$ cat src/rtl/riscv_ctrl_pkg.sv
// Shared definitions for the multicycle RV32I controller.
//  - mc_state_t : controller state encoding
//  - OP_*       : opcode values the controller understands
//  - SRCA_*/SRCB_*/ALUOP_*/RES_*/IMM_* : datapath mux select codes
//  - is_known_op: true for every opcode DECODE can dispatch
package riscv_ctrl_pkg;

  typedef enum logic [3:0] {
    FETCH    = 4'd0,
    DECODE   = 4'd1,
    MEMADR   = 4'd2,
    MEMREAD  = 4'd3,
    MEMWB    = 4'd4,
    MEMWRITE = 4'd5,
    EXECR    = 4'd6,
    EXECI    = 4'd7,
    ALUWB    = 4'd8,
    BEQ      = 4'd9,
    JAL      = 4'd10
  } mc_state_t;

  localparam logic [6:0] OP_LW    = 7'b0000011;
  localparam logic [6:0] OP_SW    = 7'b0100011;
  localparam logic [6:0] OP_RTYPE = 7'b0110011;
  localparam logic [6:0] OP_ITYPE = 7'b0010011;
  localparam logic [6:0] OP_BEQ   = 7'b1100011;
  localparam logic [6:0] OP_JAL   = 7'b1101111;

  localparam logic [1:0] SRCA_PC    = 2'b00;
  localparam logic [1:0] SRCA_OLDPC = 2'b01;
  localparam logic [1:0] SRCA_RS1   = 2'b10;

  localparam logic [1:0] SRCB_RS2  = 2'b00;
  localparam logic [1:0] SRCB_IMM  = 2'b01;
  localparam logic [1:0] SRCB_FOUR = 2'b10;

  localparam logic [1:0] ALUOP_ADD   = 2'b00;
  localparam logic [1:0] ALUOP_SUB   = 2'b01;
  localparam logic [1:0] ALUOP_FUNCT = 2'b10;

  localparam logic [1:0] RES_ALUOUT = 2'b00;
  localparam logic [1:0] RES_DATA   = 2'b01;
  localparam logic [1:0] RES_ALURES = 2'b10;

  localparam logic [1:0] IMM_I = 2'b00;
  localparam logic [1:0] IMM_S = 2'b01;
  localparam logic [1:0] IMM_B = 2'b10;
  localparam logic [1:0] IMM_J = 2'b11;

  function automatic logic is_known_op(input logic [6:0] op);
    case (op)
      OP_LW, OP_SW, OP_RTYPE, OP_ITYPE, OP_BEQ, OP_JAL: is_known_op = 1'b1;
      default:                                         is_known_op = 1'b0;
    endcase
  endfunction

endpackage

$ cat src/rtl/imm_src_dec.sv
// Immediate-format decoder.
//  op      in  7  opcode field of the instruction register
//  imm_src out 2  immediate format select (I/S/B/J); I for anything without
//                 its own format, including unknown opcodes
module imm_src_dec
  import riscv_ctrl_pkg::*;
(
  input  logic [6:0] op,
  output logic [1:0] imm_src
);

  always_comb begin
    imm_src = IMM_I;
    case (op)
      OP_SW:   imm_src = IMM_S;
      OP_BEQ:  imm_src = IMM_B;
      OP_JAL:  imm_src = IMM_J;
      default: imm_src = IMM_I;
    endcase
  end

endmodule

$ cat src/rtl/multicycle_ctrl_fsm.sv
// Main controller of the multicycle RV32I core. Sequences the shared ALU,
// the unified memory port and the register file over several cycles.
//  clk, reset            clock / async active-high reset (forces FETCH)
//  op, zero, mem_ready   opcode, ALU zero flag, memory completion
//  pc_write, adr_src, mem_write, ir_write, reg_write   datapath strobes/muxes
//  alu_src_a, alu_src_b, alu_op, result_src, imm_src   datapath selects
//  illegal_op            one-cycle pulse on an unknown opcode in DECODE
//  retired               completed-instruction counter (wraps)
module multicycle_ctrl_fsm
  import riscv_ctrl_pkg::*;
#(
  parameter int RETIRE_W    = 32,
  parameter bit MEM_WAIT_EN = 1'b1
) (
  input  logic                clk,
  input  logic                reset,
  input  logic [6:0]          op,
  input  logic                zero,
  input  logic                mem_ready,
  output logic                pc_write,
  output logic                adr_src,
  output logic                mem_write,
  output logic                ir_write,
  output logic                reg_write,
  output logic [1:0]          alu_src_a,
  output logic [1:0]          alu_src_b,
  output logic [1:0]          alu_op,
  output logic [1:0]          result_src,
  output logic [1:0]          imm_src,
  output logic                illegal_op,
  output logic [RETIRE_W-1:0] retired
);

  mc_state_t state_q, state_d;

  logic mem_rdy;
  logic pc_update, branch;
  logic mem_write_s, ir_write_s, reg_write_s, illegal_s;
  logic retire_inc;

  // With waiting disabled every access completes in its first cycle.
  assign mem_rdy = MEM_WAIT_EN ? mem_ready : 1'b1;

  imm_src_dec u_imm_src_dec (
    .op      (op),
    .imm_src (imm_src)
  );

  always_ff @(posedge clk or posedge reset) begin
    if (reset) state_q <= FETCH;
    else       state_q <= state_d;
  end

  // Next state and raw (ungated) outputs.
  always_comb begin
    state_d     = state_q;
    adr_src     = 1'b0;
    alu_src_a   = SRCA_PC;
    alu_src_b   = SRCB_RS2;
    alu_op      = ALUOP_ADD;
    result_src  = RES_ALUOUT;
    pc_update   = 1'b0;
    branch      = 1'b0;
    mem_write_s = 1'b0;
    ir_write_s  = 1'b0;
    reg_write_s = 1'b0;
    illegal_s   = 1'b0;
    retire_inc  = 1'b0;
    case (state_q)
      FETCH: begin
        alu_src_a  = SRCA_PC;
        alu_src_b  = SRCB_FOUR;
        alu_op     = ALUOP_ADD;
        result_src = RES_ALURES;
        // IR and PC+4 only latch once the instruction word is actually back.
        ir_write_s = mem_rdy;
        pc_update  = mem_rdy;
        if (mem_rdy) state_d = DECODE;
      end
      DECODE: begin
        // ALU computes PC+imm here so BEQ/JAL find the target in ALUOut.
        alu_src_a = SRCA_OLDPC;
        alu_src_b = SRCB_IMM;
        alu_op    = ALUOP_ADD;
        case (op)
          OP_LW, OP_SW: state_d = MEMADR;
          OP_RTYPE:     state_d = EXECR;
          OP_ITYPE:     state_d = EXECI;
          OP_BEQ:       state_d = BEQ;
          OP_JAL:       state_d = JAL;
          default:      state_d = FETCH;
        endcase
        illegal_s = !is_known_op(op);
      end
      MEMADR: begin
        alu_src_a = SRCA_RS1;
        alu_src_b = SRCB_IMM;
        alu_op    = ALUOP_ADD;
        state_d   = (op == OP_SW) ? MEMWRITE : MEMREAD;
      end
      MEMREAD: begin
        adr_src    = 1'b1;
        result_src = RES_ALUOUT;
        if (mem_rdy) state_d = MEMWB;
      end
      MEMWB: begin
        result_src  = RES_DATA;
        reg_write_s = 1'b1;
        retire_inc  = 1'b1;
        state_d     = FETCH;
      end
      MEMWRITE: begin
        // Strobe is held for the whole access, including wait cycles.
        adr_src     = 1'b1;
        result_src  = RES_ALUOUT;
        mem_write_s = 1'b1;
        if (mem_rdy) begin
          retire_inc = 1'b1;
          state_d    = FETCH;
        end
      end
      EXECR: begin
        alu_src_a = SRCA_RS1;
        alu_src_b = SRCB_RS2;
        alu_op    = ALUOP_FUNCT;
        state_d   = ALUWB;
      end
      EXECI: begin
        alu_src_a = SRCA_RS1;
        alu_src_b = SRCB_IMM;
        alu_op    = ALUOP_FUNCT;
        state_d   = ALUWB;
      end
      ALUWB: begin
        result_src  = RES_ALUOUT;
        reg_write_s = 1'b1;
        retire_inc  = 1'b1;
        state_d     = FETCH;
      end
      BEQ: begin
        alu_src_a  = SRCA_RS1;
        alu_src_b  = SRCB_RS2;
        alu_op     = ALUOP_SUB;
        result_src = RES_ALUOUT;
        branch     = 1'b1;
        retire_inc = 1'b1;
        state_d    = FETCH;
      end
      JAL: begin
        // PC takes the precomputed target; ALU forms old PC+4 for rd,
        // written back in ALUWB (which also does the retire count).
        alu_src_a  = SRCA_OLDPC;
        alu_src_b  = SRCB_FOUR;
        alu_op     = ALUOP_ADD;
        result_src = RES_ALUOUT;
        pc_update  = 1'b1;
        state_d    = ALUWB;
      end
      default: state_d = FETCH;
    endcase
  end

  // Strobes are forced low combinationally while reset is held, so nothing
  // is written even in the cycle reset arrives mid-instruction.
  assign pc_write   = !reset && (pc_update || (branch && zero));
  assign mem_write  = !reset && mem_write_s;
  assign ir_write   = !reset && ir_write_s;
  assign reg_write  = !reset && reg_write_s;
  assign illegal_op = !reset && illegal_s;

  always_ff @(posedge clk or posedge reset) begin
    if (reset)           retired <= '0;
    else if (retire_inc) retired <= retired + RETIRE_W'(1);
  end

endmodule
$ cat config.mk
export PLATFORM = sky130hd
export DESIGN_NAME = multicycle_ctrl_fsm
export DESIGN_NICKNAME = d
export VERILOG_FILES = /design/src/rtl/riscv_ctrl_pkg.sv /design/src/rtl/imm_src_dec.sv /design/src/rtl/multicycle_ctrl_fsm.sv
export SDC_FILE = /design/constraint.sdc
export NUM_CORES = 1
export LEC_CHECK = 0
export CAP_MARGIN = 20
export CORE_MARGIN = 4
export CORE_UTILIZATION = 52
export DETAILED_ROUTE_END_ITERATION = 8
export HOLD_SLACK_MARGIN = 0.1
export PLACE_DENSITY = 0.86
export SYNTH_ARGS = -nofsm -noshare
export SYNTH_HDL_FRONTEND = slang
export SYNTH_HIERARCHICAL = 1
export SYNTH_SLANG_ARGS = --single-unit
$ cat constraint.sdc
create_clock -name clk -period 4.7 [get_ports clk]
set_clock_uncertainty 0.1 [all_clocks]
set_input_delay 0.705 -clock clk [delete_from_list [all_inputs] [get_ports clk]]
set_output_delay 0.705 -clock clk [all_outputs]
set_load 0.01 [all_outputs]
# == Word level (Yosys, flattened, before mapping) ==
# Index checks and enable logic that the tools add are counted.
# op_classes
bitwise_logic,0
reduce_logical,22
n_eq_ne,19
multipliers,0
mux,22
div_mod_pow,0
n_addsub,1
n_lt_le_gt_ge,0
shifts,0
# ops
cell,n
"32-bit by 1-bit adder with 32-bit output, second input constant",1
4-bit case mux with 6 select lines,1
4-bit case mux with 5 select lines,1
"4-bit by 3-bit == test with 1-bit output, second input constant",4
2-bit case mux with 2 select lines,4
"7-bit by 6-bit == test with 1-bit output, second input constant",2
"7-bit == test, second input constant",2
"4-bit == test, second input constant",3
4-bit two-way mux,3
2-bit OR reduction,6
1-bit two-way mux,9
3-bit OR reduction,3
"4-bit by 2-bit == test with 1-bit output, second input constant",2
"7-bit by 2-bit == test with 1-bit output, second input constant",1
"7-bit by 5-bit == test with 1-bit output, second input constant",1
1-bit logical AND,6
"2-bit inequality test, second input constant",3
2-bit case mux with 3 select lines,1
6-bit OR reduction,1
"4-bit by 1-bit == test with 1-bit output, second input constant",1
4-bit logical NOT,1
1-bit case mux with 2 select lines,2
4-bit OR reduction,1
3-bit two-way mux,1
3 further kinds,4
# totals
ramBits,0
elab_cells,66
latchBits,0
output_inout_bits,48
inputBits,11
romBits,0
n_memories,0
reg_bits,36

# == Depth between registers and ports, before layout ==
# Gate-level depths: netlist of run 1.
# depth
ltp_word,7
mapped_depth,7
depth_no_buf,5

# == By module ==
# The synthesis of run 1 kept the hierarchy.
# modules_own_cells
mod,instances,cells_each,area_each_um2,seq_area_each_um2
multicycle_ctrl_fsm,1,211,2072.0,900.9
imm_src_dec,1,6,43.8,0.0

# == Worst setup path before layout of run 1 ==
# Ideal clock, no wire load.
# synth_timing
path_kind,input-to-output
from,input port mem_ready
to,output port pc_write
path_stages,5
t_arrival_ps,1348
n_path_buf,1
path_slack_ps,2547
path_cell_list,buf_4 > nand2_1 > a21oi_1 > a41oi_1 > nor3_1
# synth_via
elab_chain_len,3
# synth_lines
item,line_no,source
start: declaration,multicycle_ctrl_fsm.sv:19,"input logic mem_ready,"
1-bit case mux with 2 select lines,multicycle_ctrl_fsm.sv:69,case (state_q)
1-bit logical OR,multicycle_ctrl_fsm.sv:165,assign pc_write = !reset && (pc_update || (branch && zero));
1-bit logical AND,multicycle_ctrl_fsm.sv:165,
end: declaration,multicycle_ctrl_fsm.sv:20,"output logic pc_write,"
# Every way passes these cells.

# == Worst setup path after layout of run 1 ==
# Ends and elaborated chain as after synthesis.

==> results of run 1 <==
==> worst max-delay path, delay by kind of cell <==
kind                   cells  cell delay, ns
AO/OA/AOI/OAI              2            0.22
buffers and inverters      2            1.25
AND/OR/NAND/NOR            2            0.25
==> metrics by stage <==
stage	utilization [%]	instances	worst slack [ns]	hold slack, ns	power [uW]
2_1_floorplan	-	217	2.547	0.4039	413.4
3_3_place_gp	71.48	316	1.538	0.3541	481.5
3_5_place_dp	71.48	316	1.493	0.3825	483.7
4_1_cts	74.31	324	1.472	0.3919	750.4
5_1_grt	74.31	324	1.356	0.4083	780.7
6_report	74.31	324	1.473	0.3798	745.2
==> flip-flops by register name, summed over array words and instances (netlist names) <==
signal   flops
state_q      4
retired     32
==> power groups by stage <==
stage	Combinational, uW	Clock, uW	Sequential (uW)
floorplan	66.4	0	347
global placement	130	0	351
detailed placement	133	0	350
CTS	135	270	345
global route	147	286	347
finish	133	267	345
==> path summary, 6_finish.rpt <==
check                              endpoint  slack [ns]
worst max-delay path               pc_write        1.47
worst min-delay path            retired[31]        0.38
worst max register to register  retired[14]        2.44
worst min register to register  retired[31]        0.38
max in group asynchronous        state_q[1]        2.96
min in group asynchronous        state_q[0]        0.83
==> area by class of cell <==
type,count,area [sq um],share of cell area [%]
Inverter,9,33.78,1.197
Timing Repair Buffer,59,588.1,20.83
Clock inverter,2,35.03,1.241
Clock buffer,6,72.57,2.571
Tap cell,48,60.06,2.128
Multi-Input combinational cell,164,1132,40.12
Sequential cell,36,900.9,31.91
==> cell families after synthesis <==
family          synth area share, %
buf+inv                       3.903
xor+xnor                      14.07
fa+ha+maj                    0.5913
mux                           1.005
flops                         42.58
compound gates                6.919
simple gates                  30.93
==> routing by layer <==
| layer | GRT usage, % | vias up |
|---|---|---|
| li1 | - | 877 |
| met1 | 28.05 | 889 |
| met2 | 34.08 | 52 |
| met3 | 4.909 | 8 |
| met4 | 10.02 | 0 |
| met5 | 0 | - |
==> synthesized netlist by cell type (2+ instances only) <==
library cell  instances
nand2b_1              3
xnor2_1              24
nand3_1              14
inv_1                 9
a41oi_1               2
buf_4                 3
clkbuf_1              3
nor3_2                5
dfrtp_1              36
nor3_1                9
nand4_4               3
o21bai_1              2
nor2b_1               3
nand4_1               8
nor2b_4               2
a21oi_1               5
and2_1                2
and3_1               12
a31oi_1               2
nand2_1              17
xor2_1               10
nor2_1               18
==> flow_metrics.py, run 1 <==
metrics = {
    "critical_path": {
        "cp-end-kind": "primary output",
        "required_ns": 3.89,
        "r2r-start": "state_q[0]",
        "critPathMaxFanout": 8,
        "start_kind": "primary input",
        "path_class": "in2out",
        "worstSetupStartpoint": "mem_ready",
        "cp_slowest_cell": "clkdlybuf4s50_1",
        "critPathMaxStageDelay_ns": 0.68,
        "cp_common_cell": "clkdlybuf4s50_1",
        "arrival_ns": 2.42,
        "reg2reg_depth": 5,
        "crit_path_cell_trace": "clkdlybuf4s50_1, nand2_1, a21oi_1, a41oi_1, nor3_1, clkdlybuf4s50_1",
    },
    "hold_path": {
        "hp-start": "retired[31]",
        "holdPathStages": 1,
        "hp-class": "reg2reg",
    },
    "drt": {
        "dr_total_vias": 1826,
        "route.detailed.drc": 0,
        "via_per_inst": 5.636,
        "wl_mm": 5.048,
        "wl_per_cell_microns": 15.58,
        "drtIter0Drc": 92,
        "wl_met3_microns": 227,
        "drt-met1-wl_mm": 2.243,
        "top_layer_used": "met4",
        "antenna_left": 0,
        "dr.pass1.iters": 4,
        "dr_wl_met2_mm": 2.481,
    },
    "global_routing": {
        "overflow": 0,
        "grt_pass1_vias": 1877,
        "grt.total_usage_pct": 21.58,
        "antenna_found_initial": 0,
        "grt_first_pass_wirelength_mm": 8.790,
        "grt_max_degree": 20,
    },
    "floorplanning": {
        "fp-row-count": 22,
        "initial_utilization_pct": 55.70,
        "ios": 59,
        "die-area_sq_um": 5153,
        "core_sq_um": 3799,
        "fp.dieH_microns": 71.79,
        "dieWidth_microns": 71.79,
    },
    "synth": {
        "ys_warn_count": 6,
        "async_flop_share_pct": 100.0,
        "synth_top_area_share_pct": 42.58,
        "avgSynthCellArea_sq_um": 9.750,
        "synth.distinct_cells": 47,
        "yosys_register_bits": 36,
        "netlist_area_sq_um": 2116,
        "ys_seq_area_share_pct": 42.58,
        "synth_edf_count": 0,
        "synth_cells": 217,
        "synth.largest_area_cell": "dfrtp_1",
        "synth_ff_type": "dfrtp_1",
        "synthTopCellsByArea": "dfrtp_1, xnor2_1, xor2_1, and3_1, nand3_1",
        "syn_nets": 229,
    },
    "cells_and_area": {
        "nFillCells": 292,
        "nets": 287,
        "drive_above_1_share_pct": 8.696,
        "fin_area_sq_um": 2823,
        "final_cell_mix": "clkdlybuf4s50_1, dfrtp_1, xnor2_1",
        "layout.cells.most_common": "clkdlybuf4s50_1",
        "syn_to_final_growth_pct": 33.41,
        "antenna_cells": 0,
    },
    "placed_design": {
        "portBuffers": 58,
        "dp_hpwl_mm": 3.826,
        "placed_area_sq_um": 2715,
        "gp_congestion": 0.8932,
    },
    "clock_network": {
        "clkTransAtPathRegs_ns": 0.07,
        "cts_max_path_buffers": 2,
        "post_cts_buffers": 0,
        "numCtsBuffers": 5,
        "cts_tree": "built",
        "clkSinkCount": 36,
        "ctsHtreeMaxLevel": 2,
        "ctsResizeCount": 0,
        "cts_root_buf": "clkbuf_8",
        "clock_latency_ns": 0.29,
        "holdBufCountCts": 0,
    },
    "sta": {
        "fin_setup_tns_ns": 0,
        "setup_viol": 0,
        "hold_viol_final": 0,
        "finalCriticalPeriod_ns": 3.227,
        "maxSlewHeadroom_pct": 55.56,
        "worst_slew_pin_slew_ns": 0.6658,
        "rsz0062_at_grt": "false",
        "max_freq_mhz": 309.8,
        "finalMaxSlewViolations": 0,
        "period_share_pct": 68.67,
    },
    "power": {
        "power_frac_seq_pct": 46.3,
        "power.share.combinational_pct": 17.9,
        "vdd_ir_drop_max_mv": 0.1602,
        "leakagePower_uw": 0.001217,
        "clockPowerShare_pct": 35.8,
        "p_int_uw": 550.1,
        "switchingPower_uw": 195.1,
        "p_sw_share_pct": 26.18,
        "power_density_nw_per_um2": 264.0,
    },
    "run": {
        "maxCapViolations": 0,
    },
    "run_status": {
        "status": "complete, no violations",
    },
}
Note: power is estimated with default switching activity, not from simulation.
==> run 2, diff against run 1 <==
CORE_UTILIZATION = 43   (was 52)
PLACE_DENSITY = 0.76   (was 0.86)
clock period = 2.9 ns   (was 4.7 ns; I/O delays follow)
==> flow_metrics.py, run 2 (same netlist as run 1, synthesis figures left out) <==
metrics = {
    "sta": {
        "hold_viol_final": 0,
        "fin_setup_tns_ns": 0,
        "finalCriticalPeriod_ns": 2.701,
        "whs_ns": 0.3638,
        "maxSlewHeadroom_pct": 56.83,
        "max_freq_mhz": 370.2,
        "finalMaxSlewViolations": 0,
        "period_share_pct": 93.14,
        "setup_viol": 0,
        "worst_slew_pin_slew_ns": 0.6468,
        "rsz0062_at_grt": "false",
    },
    "power": {
        "clockPowerShare_pct": 29.4,
        "power.share.combinational_pct": 20.8,
        "vdd_ir_drop_max_mv": 0.1677,
        "p_sw_share_pct": 27.60,
        "leakagePower_uw": 0.001228,
        "power_frac_seq_pct": 49.9,
        "total_power_uw": 1118,
        "switchingPower_uw": 308.5,
        "power_density_nw_per_um2": 390.8,
        "p_int_uw": 809.2,
    },
    "global_routing": {
        "grt_max_degree": 22,
        "overflow": 0,
        "grt_pass1_vias": 1852,
        "grt_first_pass_wirelength_mm": 8.383,
        "antenna_found_initial": 0,
        "grt.total_usage_pct": 16.97,
    },
    "clock_network": {
        "numCtsBuffers": 5,
        "cts_tree": "built",
        "cts_max_path_buffers": 2,
        "cts_root_buf": "clkbuf_8",
        "clkTransAtPathRegs_ns": 0.07,
        "clock_latency_ns": 0.28,
        "clkSinkCount": 36,
        "ctsHtreeMaxLevel": 2,
    },
    "critical_path": {
        "cp.buffers_inverters": 1,
        "arrival_ns": 2.17,
        "path_class": "reg2out",
        "start_kind": "flip-flop",
        "critPathMaxStageDelay_ns": 0.64,
        "required_ns": 2.37,
        "reg2reg_slack_ns": 0.86,
        "path_delay_family": "buffers and inverters",
        "crit_path_cell_trace": "nand2b_1, a2111oi_1, clkdlybuf4s50_1",
        "cp-end-kind": "primary output",
        "cp_slowest_cell": "clkdlybuf4s50_1",
        "critPathMaxFanout": 14,
    },
    "placed_design": {
        "portBuffers": 58,
        "dp_hpwl_mm": 3.640,
        "gp_congestion": 0.8983,
        "dp.cells": 339,
    },
    "cells_and_area": {
        "antenna_cells": 0,
        "nets": 291,
        "final_cell_mix": "clkdlybuf4s50_1, dfrtp_1, xnor2_1",
        "layout.cells.most_common": "clkdlybuf4s50_1",
        "top_regs": "retired: 32 flops, state_q: 4 flops",
        "finalNonFillerCells": 346,
        "syn_to_final_growth_pct": 35.19,
        "regArea_sq_um": 900.9,
        "multi_input_area_sq_um": 1134,
        "drive_above_1_share_pct": 9.677,
        "largest_register_ffs": 32,
        "regMostFlops": "retired",
        "nFillCells": 427,
    },
    "drt": {
        "wl_mm": 4.747,
        "wl_per_cell_microns": 13.72,
        "dr.pass1.iters": 4,
        "drtIter0Drc": 63,
        "via_per_inst": 5.220,
        "antenna_left": 0,
        "dr_total_vias": 1806,
        "route.detailed.drc": 0,
    },
    "floorplanning": {
        "core_sq_um": 4755,
        "dieWidth_microns": 78.15,
        "ios": 59,
        "die-area_sq_um": 6107,
        "fp.dieH_microns": 78.15,
        "initial_utilization_pct": 44.50,
        "fp-row-count": 25,
    },
    "run_status": {
        "status": "complete, no violations",
    },
    "run": {
        "maxCapViolations": 0,
    },
    "hold_path": {
        "hp-class": "reg2reg",
    },
}
[run 2: path summary, 6_finish.rpt]
path                             start     endpoint  depth (start not counted)
max reg2reg                 state_q[2]  retired[21]                          6
max                         state_q[2]    reg_write                          3
max in group asynchronous        reset  retired[21]                          3
min                        retired[31]  retired[31]                          1
min reg2reg                retired[31]  retired[31]                          1
min in group asynchronous        reset   state_q[1]                          2
[run 2: metal layers]
layer | vias to the layer above | share of wire, % | track usage [%]
met1 | 851 | 42 | 20.52
met4 | 0 | 1.6 | 6.818
met5 | - | 0 | 0
li1 | 887 | - | -
met2 | 61 | 47 | 27.65
met3 | 7 | 8.7 | 5.849
[run 2: power groups by stage]
stage                     logic (uW)  registers (uW)  clock network (uW)
final                            232             557                 328
after global routing             256             561                 361
after CTS                        234             557                 337
after detailed placement         232             566                   0
after global placement           231             565                   0
after floorplan                  108             562                   0
[run 2: final cells by class]
type                    instances  area share (%)
inverters                       9           1.181
clock buffers                   6           2.537
well taps                      67           2.931
multi-input cells             164           39.63
repair buffers                 63           22.05
clock inverters                 1          0.1750
flip-flops and latches         36           31.50
[run 2: worst reg2reg max path, cell delays in order (launching register included)]
cell      delay, ns
dfrtp_1        0.63
nand2b_1       0.15
o21ai_2        0.36
buf_4          0.22
nand4_4        0.14
nor3_2         0.21
xor2_1         0.15
[run 2: timing repair]
action                                 in CTS  in global routing
gates resized for setup                     0                  1
setup endpoints to repair                   0                  1
endpoints found under the hold margin       0                  0
buffers inserted                            0                  0
hold buffers                                0                  0
[run 2: per-stage QoR]
step	utilization (%)	worst slack, ns	area, sq um
final	60.16	0.1991	2860
after floorplan	-	1.056	2116
after CTS	60.13	0.1440	2859
after global routing	60.16	0.03337	2860
after global placement	58.50	0.3162	2781
after detailed placement	58.50	0.2515	2781
==> run 3, diff against run 2 <==
CORE_UTILIZATION = 35   (was 43)
PLACE_DENSITY = unset   (was 0.76)
SETUP_SLACK_MARGIN = 0.02   (was unset)
==> flow_metrics.py, run 3 (same netlist as run 1, synthesis figures left out) <==
metrics = {
    "placed_design": {
        "gp_congestion": 0.8975,
        "portBuffers": 58,
        "placed_area_sq_um": 2779,
        "place_ws_ns": 0.2700,
        "dp_hpwl_mm": 3.569,
    },
    "critical_path": {
        "reg2reg_slack_ns": 0.93,
        "cp_slowest_cell": "clkdlybuf4s50_1",
        "worst_r2r_endpoint": "retired[14]",
        "critPathMaxStageDelay_ns": 0.62,
        "required_ns": 2.37,
        "crit_path_cell_trace": "nand2b_1, a2111oi_0, clkdlybuf4s50_1",
        "worstSetupStartpoint": "state_q[2]",
        "critPathMaxFanout": 14,
        "crit_path_end": "reg_write",
        "path_class": "reg2out",
        "start_kind": "flip-flop",
        "r2r-start": "state_q[1]",
        "cp-end-kind": "primary output",
        "arrival_ns": 2.17,
        "reg2reg_depth": 5,
    },
    "drt": {
        "antenna_left": 0,
        "drtIter0Drc": 55,
        "wl_per_cell_microns": 13.54,
        "dr_total_vias": 1748,
        "dr.pass1.iters": 4,
        "route.detailed.drc": 0,
        "wl_mm": 4.793,
        "via_per_inst": 4.938,
    },
    "global_routing": {
        "grt_max_degree": 37,
        "grt_first_pass_wirelength_mm": 8.135,
        "grt.total_usage_pct": 13.69,
        "antenna_found_initial": 0,
        "overflow": 0,
        "grt_pass1_vias": 1747,
    },
    "clock_network": {
        "ctsHtreeMaxLevel": 2,
        "cts_max_path_buffers": 2,
        "cts_root_buf": "clkbuf_8",
        "numCtsBuffers": 5,
        "ctsResizeCount": 0,
        "holdBufCountCts": 0,
        "clkTransAtPathRegs_ns": 0.07,
        "cts_tree": "built",
        "clkSinkCount": 36,
        "post_cts_buffers": 0,
        "clock_latency_ns": 0.28,
    },
    "cells_and_area": {
        "top_regs": "retired: 32 flops, state_q: 4 flops",
        "regMostFlops": "retired",
        "nets": 291,
        "layout.cells.most_common": "clkdlybuf4s50_1",
        "final_cell_mix": "clkdlybuf4s50_1, dfrtp_1, xnor2_1",
        "utilization_pct": 48.85,
        "nFillCells": 576,
        "drive_above_1_share_pct": 10.04,
        "syn_to_final_growth_pct": 35.90,
        "antenna_cells": 0,
        "fin_area_sq_um": 2875,
        "largest_register_ffs": 32,
    },
    "power": {
        "power_density_nw_per_um2": 405.1,
        "total_power_uw": 1165,
        "leakagePower_uw": 0.001233,
        "switchingPower_uw": 311.6,
        "p_sw_share_pct": 26.75,
        "clockPowerShare_pct": 32.8,
        "p_int_uw": 853.1,
        "power.share.combinational_pct": 19.5,
        "power_frac_seq_pct": 47.7,
        "vdd_ir_drop_max_mv": 0.1722,
    },
    "run": {
        "maxCapViolations": 0,
    },
    "sta": {
        "finalMaxSlewViolations": 0,
        "finalCriticalPeriod_ns": 2.702,
        "hold_viol_final": 0,
        "worst_slew_pin_slew_ns": 0.4661,
        "period_share_pct": 93.17,
        "fin_setup_tns_ns": 0,
        "setup_viol": 0,
        "max_freq_mhz": 370.1,
        "rsz0062_at_grt": "false",
        "fin_ws_ns": 0.1980,
        "maxSlewHeadroom_pct": 68.92,
    },
    "floorplanning": {
        "initial_utilization_pct": 35.95,
        "core_sq_um": 5886,
        "fp.dieH_microns": 85.75,
        "ios": 59,
        "die-area_sq_um": 7353,
        "dieWidth_microns": 85.75,
        "fp-row-count": 28,
    },
    "run_status": {
        "status": "complete, no violations",
    },
    "hold_path": {
        "hp-class": "reg2reg",
    },
}
## run 3: per-stage QoR
stage                     hold WS (ns)  std cells
final                           0.3765        354
after global routing            0.4021        354
after global placement          0.3540        347
after floorplan                 0.4039        217
after CTS                       0.3749        354
after detailed placement        0.3617        347
## run 3: power by group through the flow
stage | clock [uW] | sequential (uW) | combinational, uW
6_report | 382 | 556 | 227
5_1_grt | 416 | 562 | 254
4_1_cts | 394 | 556 | 230
3_5_place_dp | 0 | 565 | 227
3_3_place_gp | 0 | 564 | 229
2_1_floorplan | 0 | 562 | 108
## run 3: final cells by class
class	count	area, sq um	share of cell area, %
Inverter	9	33.78	1.175
Multi-Input combinational cell	164	1132	39.38
Clock buffer	7	96.34	3.351
Timing Repair Buffer	63	618.1	21.50
Sequential cell	36	900.9	31.33
Tap cell	75	93.84	3.264
## run 3: worst min-delay path by stage
| stage | slack, ns | startpoint | to | depth (start not counted) |
|---|---|---|---|---|
| after global routing | 0.40 | retired[31] | retired[31] | 1 |
| after global placement | 0.35 | retired[31] | retired[31] | 1 |
| final | 0.38 | retired[31] | retired[31] | 1 |
| after detailed placement | 0.36 | retired[31] | retired[31] | 1 |
| after CTS | 0.37 | retired[31] | retired[31] | 1 |
| after floorplan | 0.40 | retired[31] | retired[31] | 1 |
## run 3: critical path: cells and delay by family, from the launching register on
family	cells	cell delay [ns]
compound gates	1	0.47
buf+inv	1	0.62
flops	1	0.55
simple gates	1	0.25
## run 3: per-layer routing
metal  vias to the layer above  global-route usage [%]  part of all wire (%)
li1                        888                       -                     -
met1                       801                   17.43                    45
met2                        49                   21.61                    46
met3                        10                   3.939                   6.5
met4                         0                   6.043                   2.2
met5                         -                       0                     0
